<file path="src/rtl/line_clear_sequencer.sv">
// Removes full playfield rows through Grid_Mem port A: bottom-up scan, shift-down of rows above, zero-fill of row 0.
// Latency: 2 cycles per empty-leading row, COLS+1 per full row scan, 2*COLS per shifted row, COLS for the top fill.
// No backpressure: port A is owned outright while busy; start is dropped unless IDLE. Option: LINE_CLEAR_STATS_EN.
module line_clear_sequencer #(
    parameter int COLS = 10,
    parameter int ROWS = 20,
    parameter int AW   = 8,
    parameter int DW   = 8
) (
    input  logic          clk,
    input  logic          reset,
    input  logic          start,
    output logic          busy,
    output logic          done,
    output logic [4:0]    lines_cleared,
    output logic [AW-1:0] mem_addr,
    output logic [DW-1:0] mem_wdata,
    output logic          mem_we,
    input  logic [DW-1:0] mem_rdata
`ifdef LINE_CLEAR_STATS_EN
    ,
    input  logic          stats_clr,
    output logic [15:0]   total_lines
`endif
);

    localparam int RW = $clog2(ROWS);
    localparam int CW = $clog2(COLS + 1);

    localparam logic [RW-1:0] ROW_LAST  = RW'(ROWS - 1);
    localparam logic [CW-1:0] COL_LAST  = CW'(COLS - 1);
    localparam logic [CW-1:0] COL_END   = CW'(COLS);
    localparam logic [4:0]    LINES_MAX = 5'(ROWS);

    typedef enum logic [2:0] {
        IDLE,
        SCAN,
        SHIFT_RD,
        SHIFT_WR,
        ZERO_TOP,
        DONE
    } state_t;

    state_t        state_q, state_d;
    logic [RW-1:0] row_q, row_d;
    logic [RW-1:0] dst_q, dst_d;
    logic [CW-1:0] col_q, col_d;
    logic [CW-1:0] c_q, c_d;
    logic          chk_q, chk_d;
    logic [4:0]    lines_q, lines_d;

    function automatic logic [AW-1:0] cell_addr(input logic [RW-1:0] r, input logic [CW-1:0] c);
        return AW'(r) * AW'(COLS) + AW'(c);
    endfunction

    always_ff @(posedge clk or negedge reset) begin
        if (!reset) begin
            state_q <= IDLE;
            row_q   <= '0;
            dst_q   <= '0;
            col_q   <= '0;
            c_q     <= '0;
            chk_q   <= 1'b0;
            lines_q <= '0;
        end else begin
            state_q <= state_d;
            row_q   <= row_d;
            dst_q   <= dst_d;
            col_q   <= col_d;
            c_q     <= c_d;
            chk_q   <= chk_d;
            lines_q <= lines_d;
        end
    end

    always_comb begin
        state_d   = state_q;
        row_d     = row_q;
        dst_d     = dst_q;
        col_d     = col_q;
        c_d       = c_q;
        chk_d     = chk_q;
        lines_d   = lines_q;
        mem_addr  = '0;
        mem_wdata = '0;
        mem_we    = 1'b0;

        case (state_q)
            IDLE: begin
                if (start) begin
                    row_d   = ROW_LAST;
                    col_d   = '0;
                    chk_d   = 1'b0;
                    lines_d = '0;
                    state_d = SCAN;
                end
            end

            SCAN: begin
                // col_q is the next cell to present; chk_q means col_q-1 is returning on mem_rdata now
                mem_addr = cell_addr(row_q, (col_q == COL_END) ? COL_LAST : col_q);
                if (chk_q && mem_rdata == '0) begin
                    chk_d = 1'b0;
                    col_d = '0;
                    if (row_q == '0) begin
                        state_d = DONE;
                    end else begin
                        row_d = row_q - RW'(1);
                    end
                end else if (chk_q && col_q == COL_END) begin
                    lines_d = (lines_q == LINES_MAX) ? lines_q : lines_q + 5'd1;
                    dst_d   = row_q;
                    c_d     = '0;
                    chk_d   = 1'b0;
                    col_d   = '0;
                    state_d = (row_q == '0) ? ZERO_TOP : SHIFT_RD;
                end else begin
                    col_d = col_q + CW'(1);
                    chk_d = 1'b1;
                end
            end

            SHIFT_RD: begin
                mem_addr = cell_addr(dst_q - RW'(1), c_q);
                state_d  = SHIFT_WR;
            end

            SHIFT_WR: begin
                mem_addr  = cell_addr(dst_q, c_q);
                mem_wdata = mem_rdata;
                mem_we    = 1'b1;
                if (c_q == COL_LAST) begin
                    c_d     = '0;
                    dst_d   = dst_q - RW'(1);
                    state_d = (dst_q == RW'(1)) ? ZERO_TOP : SHIFT_RD;
                end else begin
                    c_d     = c_q + CW'(1);
                    state_d = SHIFT_RD;
                end
            end

            ZERO_TOP: begin
                mem_addr = cell_addr('0, c_q);
                mem_we   = 1'b1;
                if (c_q == COL_LAST) begin
                    // the row that slid into row_q has not been checked yet
                    c_d     = '0;
                    col_d   = '0;
                    chk_d   = 1'b0;
                    state_d = SCAN;
                end else begin
                    c_d = c_q + CW'(1);
                end
            end

            DONE: begin
                state_d = IDLE;
            end

            default: begin
                state_d = IDLE;
            end
        endcase
    end

    assign busy          = (state_q != IDLE);
    assign done          = (state_q == DONE);
    assign lines_cleared = lines_q;

`ifdef LINE_CLEAR_STATS_EN
    logic [15:0] total_q;

    always_ff @(posedge clk or negedge reset) begin
        if (!reset) begin
            total_q <= '0;
        end else if (stats_clr) begin
            total_q <= '0;
        end else if (state_q == DONE) begin
            total_q <= total_q + 16'(lines_q);
        end
    end

    assign total_lines = total_q;
`endif

endmodule
</file>
<file path="config.mk">
export PLATFORM = sky130hd
export DESIGN_NAME = line_clear_sequencer
export DESIGN_NICKNAME = d
export VERILOG_FILES = /design/src/rtl/line_clear_sequencer.sv
export SDC_FILE = /design/constraint.sdc
export NUM_CORES = 1
export LEC_CHECK = 0
export ABC_AREA = 1
export CAP_MARGIN = 25
export CORE_MARGIN = 5
export CORE_UTILIZATION = 30
export CTS_CLUSTER_SIZE = 14
export DETAILED_ROUTE_END_ITERATION = 8
export GPL_TIMING_DRIVEN = 0
export PLACE_DENSITY = 0.52
export REMOVE_ABC_BUFFERS = 1
export SLEW_MARGIN = 10
export SYNTH_ARGS = -nofsm -noshare
export SYNTH_HDL_FRONTEND = slang
export SYNTH_SLANG_ARGS = --single-unit
</file>
<file path="constraint.sdc">
create_clock -name clk -period 3.1 [get_ports clk]
set_input_delay 0.775 -clock clk [delete_from_list [all_inputs] [get_ports clk]]
set_output_delay 0.775 -clock clk [all_outputs]
set_load 0.01 [all_outputs]
</file>
# [After elaboration in Yosys (flattened, before gate mapping)]
# Cells that the tools add are included.
[totals] register_bits=27 word_cells=94 output_inout_bits=24
[classes] eq_ne=19 addsub=8 mul=3 n_reduce_logical=17 n_mux=40
[op_table] op="$mux 5" n=10
[op_table] op="$mux 4" n=8
[op_table] op="$pmux 8 s4" n=1
[op_table] op="$pmux 5 s2" n=3
[op_table] op="$add 8x4->8" n=3
[op_table] op="$mux 3" n=8
[op_table] op="$mul 5x3->7 const B" n=3
[op_table] op="$ne 2x2->1 const B" n=8
[op_table] op="$pmux 3 s5" n=1
[op_table] op="$pmux 4 s3" n=1
[op_table] op="$reduce_and 4->1" n=3
[op_table] op="$sub 5x1->5 const B" n=2
[op_table] op="$add 4x1->4 const B" n=2
[op_table] op="$eq 4x4->1 const B" n=2
[op_table] op="$logic_not 8->1" n=1
[op_table] op="$mux 8" n=1
[op_table] op="$pmux 4 s2" n=1
[op_table] op="$eq 3x2->1 const B" n=2
[op_table] op="$eq 3x3->1 const B" n=2
[op_table] op="$ne 3x3->1 const B" n=2
[op_table] op="$reduce_and 3->1" n=2
[op_table] op="$reduce_bool 2->1" n=3
[op_table] op="$reduce_bool 3->1" n=2
[op_table] op="$add 5x1->5 const B" n=1
[op_table] op="other kinds (10)" n=15

# [Depth between registers and ports, before layout]
[depth] depth_word=5 ltp_mapped=17

# [Worst setup path after synthesis]
# OpenSTA, ideal clock, no wires.
[synth_path] kind="reg-to-output" from="register dst_q[2]" to="output mem_addr[7]" stages_incl_launch_ff=14 t_required_ns=2.325 arrival_time_ns=2.347 setup_slack_ns=-0.022 cell_sequence="dfrtp_1 -> nor3_1 -> xor2_1 -> ha_1 -> ha_1 -> fa_1 -> xor2_1 -> nand2_1 -> nand2_1 -> nand3_1 -> inv_1 -> nand2_1 -> nand3_1 -> nand2_1"
[synth_via] elab_chain_cells=4
[synth_rtl] item="from (decl)" line="46" source="logic [RW-1:0] dst_q, dst_d;"
[synth_rtl] item="from (signal assigned)" line="68" source="dst_q <= dst_d;"
[synth_rtl] item="$sub 5x1->5" line="124" source="mem_addr = cell_addr(dst_q - RW'(1), c_q);"
[synth_rtl] item="$mul 5x3->7" line="53" source="return AW'(r) * AW'(COLS) + AW'(c);"
[synth_rtl] item="$add 8x4->8" line="53"
[synth_rtl] item="$pmux 8 s4 (*)" line="88" source="case (state_q)"
[synth_rtl] item="to (decl)" line="16" source="output logic [AW-1:0] mem_addr,"
# Every way passes the cells marked *; elsewhere a longest branch is shown, timed or not.

# [Worst setup path after layout]
# Ends and elaborated chain as after synthesis.

==> results by group <==
Outcome
  – Status: finished with violations
  – Failing checks: setup timing

Power and ir drop
  – Tot Pwr: 3.782 mW
  – Maximum vdd drop: 0.3577 mV
  – Leak: 1.729 nW
  – Power per standard cell area: 1071 nW/um^2
  – Internal power: 1.814 mW
  – Sequential Power Share: 0.171
  – Net switching power: 1.968 mW
  – Combinational group share of total power: 0.772
  – Clk pwr share: 0.058
  – Sw Share: 0.5203

Global route
  – Number of global-route vias before repair: 2,700
  – Pin count of the biggest net entering global routing: 28
  – First-pass GRT wire length: 12.65 mm
  – Total track usage: 0.1357
  – Initial antenna violation count: 0
  – Grt total ovfl: 0

Die
  – Starting Density: 0.3090
  – Die width: 105 um
  – Die height: 105 um
  – Num rows: 34
  – Core ar.: 8763 um^2
  – Die area: 11,030 um^2
  – Number of I/O pins: 35

Timing
  – Max-slew headroom: 0.5538
  – Worst Max-Slew Pin Slew: 0.6693 ns
  – RSZ-0062 raised after global routing: yes
  – Fin crit period: 3.539 ns
  – Worst setup margin: -0.4392 ns
  – Tcrit/Tclk final: 1.142
  – Clock Skew: 0.01498 ns
  – Final setup vio count: 5
  – Fmax: 282.6 MHz
  – Final hold vios: 0
  – Slew Viols, Final: 0

Yosys
  – Total number of yosys warnings: 0
  – Synth area leaders: dfrtp_1 (25%), ha_1 (16%), nand2_1 (13%)
  – Post-Syn Area: 2708 um^2
  – Top cells by count, synth: nand2_1 (97), inv_1 (52), nor2_1 (39)
  – Area share of the largest cell type after synthesis: 0.2495
  – EDFF count, synth: 0
  – Post-synth cell types: 38
  – Register area share after synthesis: 0.2495
  – Primary FF master, synth: dfrtp_1
  – Cells after synthesis: 384
  – Synth area leader: dfrtp_1
  – Top-count cell post-synth: nand2_1
  – Fraction of registers with async set/reset: 1.000
  – Avg Inst Size Synth: 7.051 um^2
  – Seq cells post-synth: 27

Flow run
  – Number of max-cap violations: 0

Clocking
  – TritonCTS Buffers: 3
  – Worst skew pair latency: 0.28 ns
  – Bufs on Longest Clock Path: 2
  – Clock-pin transition on the worst setup and hold timing paths: 0.11 ns
  – Root Driver: clkbuf_8
  – # hold bufs at CTS: 0
  – Clk sinks: 27
  – CTS tree: yes
  – # H-tree levels: 1

Critical path
  – Startpoint types: register
  – Register-to-Register Path Depth: 11
  – Crit Reg-Reg Startpoint: state_q[1]
  – Crit path max fanout: 5
  – WS Path Type: register to primary output
  – CP endpoint kind: primary output
  – CP arrival: 2.76 ns
  – Reg2Reg Setup Slack: 1.09 ns
  – Worst Setup EP: mem_addr[7]
  – Worst flop-to-flop path endpoint: state_q[0]
  – CP required: 2.32 ns
  – CP startpoint: dst_q[2]

Layout
  – Finished Layout Cells: 548
  – Area of the multi-input gates: 1968 um^2
  – Area of all sequential standard cells: 683.2 um^2
  – Layout cell share with drive strength beyond 1: 0.1932
  – Final nets: 491
  – Area grow syn2layout: 30.45%
  – Fill cells: 943
  – Ant. Diodes: 0
  – Final Util: 0.4031

Placed design
  – Place WS: -0.9666 ns
  – Placed insts: 520
  – RD Place Congestion: 0.8022
  – Port bufs: 34
  – DPL Wire Length: 5.306 mm

Route
  – Number of routed nets with antenna violations: 0
  – DRT Pass-1 Iters: 4
  – Vias post-DR: 2,644
  – WL per Instance: 13.60 um
  – Via density per instance: 4.825
  – 1st-iter DRT viols: 87
  – DRC viols: 0
  – WL final: 7.453 mm

Worst hold path
  – Worst hold path type: primary input to asynchronous set/reset pin
==> registers in the layout, indices dropped and copies added (netlist names) <==
register	count
c_q	4
chk_q	1
col_q	4
dst_q	5
lines_cleared	5
row_q	5
state_q	3
==> stage by stage <==
stage / instance area, um^2 / TNS, ns / hold slack [ns]
finish: 3532 / -1.480 / 0.5021
global placement: 3157 / -4.207 / 0.5300
floorplan: 2681 / -0.03664 / 0.4794
global route: 3532 / -2.240 / 0.5529
CTS: 3416 / -1.390 / 0.5241
detailed placement: 3152 / -4.206 / 0.5443
==> power by group through the flow <==
stage                     sequential (mW)  combinational [mW]  clock (mW)
after floorplan                     0.613                1.67           0
after global placement              0.653                2.37           0
after detailed placement            0.655                2.40           0
after CTS                           0.628                2.68       0.225
after global routing                0.670                3.29       0.240
final                               0.645                2.92       0.218
==> per-layer routing <==
| layer | global-route usage | share of wire |
|---|---|---|
| met4 | 0.02466 | 0.0076 |
| met5 | 0 | 0 |
| met3 | 0.02343 | 0.045 |
| met2 | 0.2284 | 0.47 |
| met1 | 0.1840 | 0.48 |
==> worst max-delay path, cell delays in order, from the launching register on <==
cell	delay, ns
dfrtp_2	0.45
nor3_4	0.23
xor2_2	0.18
ha_1	0.28
ha_4	0.18
fa_2	0.52
nand2_2	0.07
o21ai_4	0.08
nand3_2	0.10
inv_1	0.09
nand2_2	0.06
nand3_2	0.07
nand2_2	0.05
buf_6	0.12
==> worst min-delay path by stage <==
stage                                  end  slack [ns]  depth (start not counted)
after floorplan                     c_q[0]        0.48                          0
after global placement               chk_q        0.53                          2
after detailed placement             chk_q        0.54                          2
after CTS                 lines_cleared[0]        0.52                          1
after global routing      lines_cleared[0]        0.55                          1
final                     lines_cleared[0]        0.50                          1
==> cell type report <==
class                   instances  share of cell area
repair buffers                 57              0.1374
clock buffers                   3             0.01169
flip-flops and latches         27              0.1934
clock inverters                 1            0.002125
well taps                     108             0.03826
multi-input cells             297              0.5572
inverters                      55             0.05987
==> cells by family (layout without fill, tap and decap cells) <==
group | after synthesis | in the layout | share of synthesized area
AOI/OAI and AO/OA | 56 | 56 | 0.1229
xor gates and xnor gates | 12 | 12 | 0.03882
adders and majority gates | 39 | 39 | 0.1941
buffers and inverters | 61 | 116 | 0.08595
DFF | 27 | 27 | 0.2495
and+or+nand+nor | 189 | 190 | 0.3087
==> layout by cell type (no fill, tap or decap), types with 21 or more instances in the layout <==
cell,n
nand2_1,91
inv_1,49
nor2_1,36
o21ai_0,31
ha_1,31
clkdlybuf4s50_1,25
nand3_1,24
buf_4,22
dfrtp_1,21
==> repair_timing <==
item / in CTS / in global routing
pin swaps: 13 / 13
setup buffers: 18 / 5
cloned: 1 / 0
endpoints found under the setup margin: 7 / 6
resized for setup: 52 / 22
(Power assumes the default switching activity.)
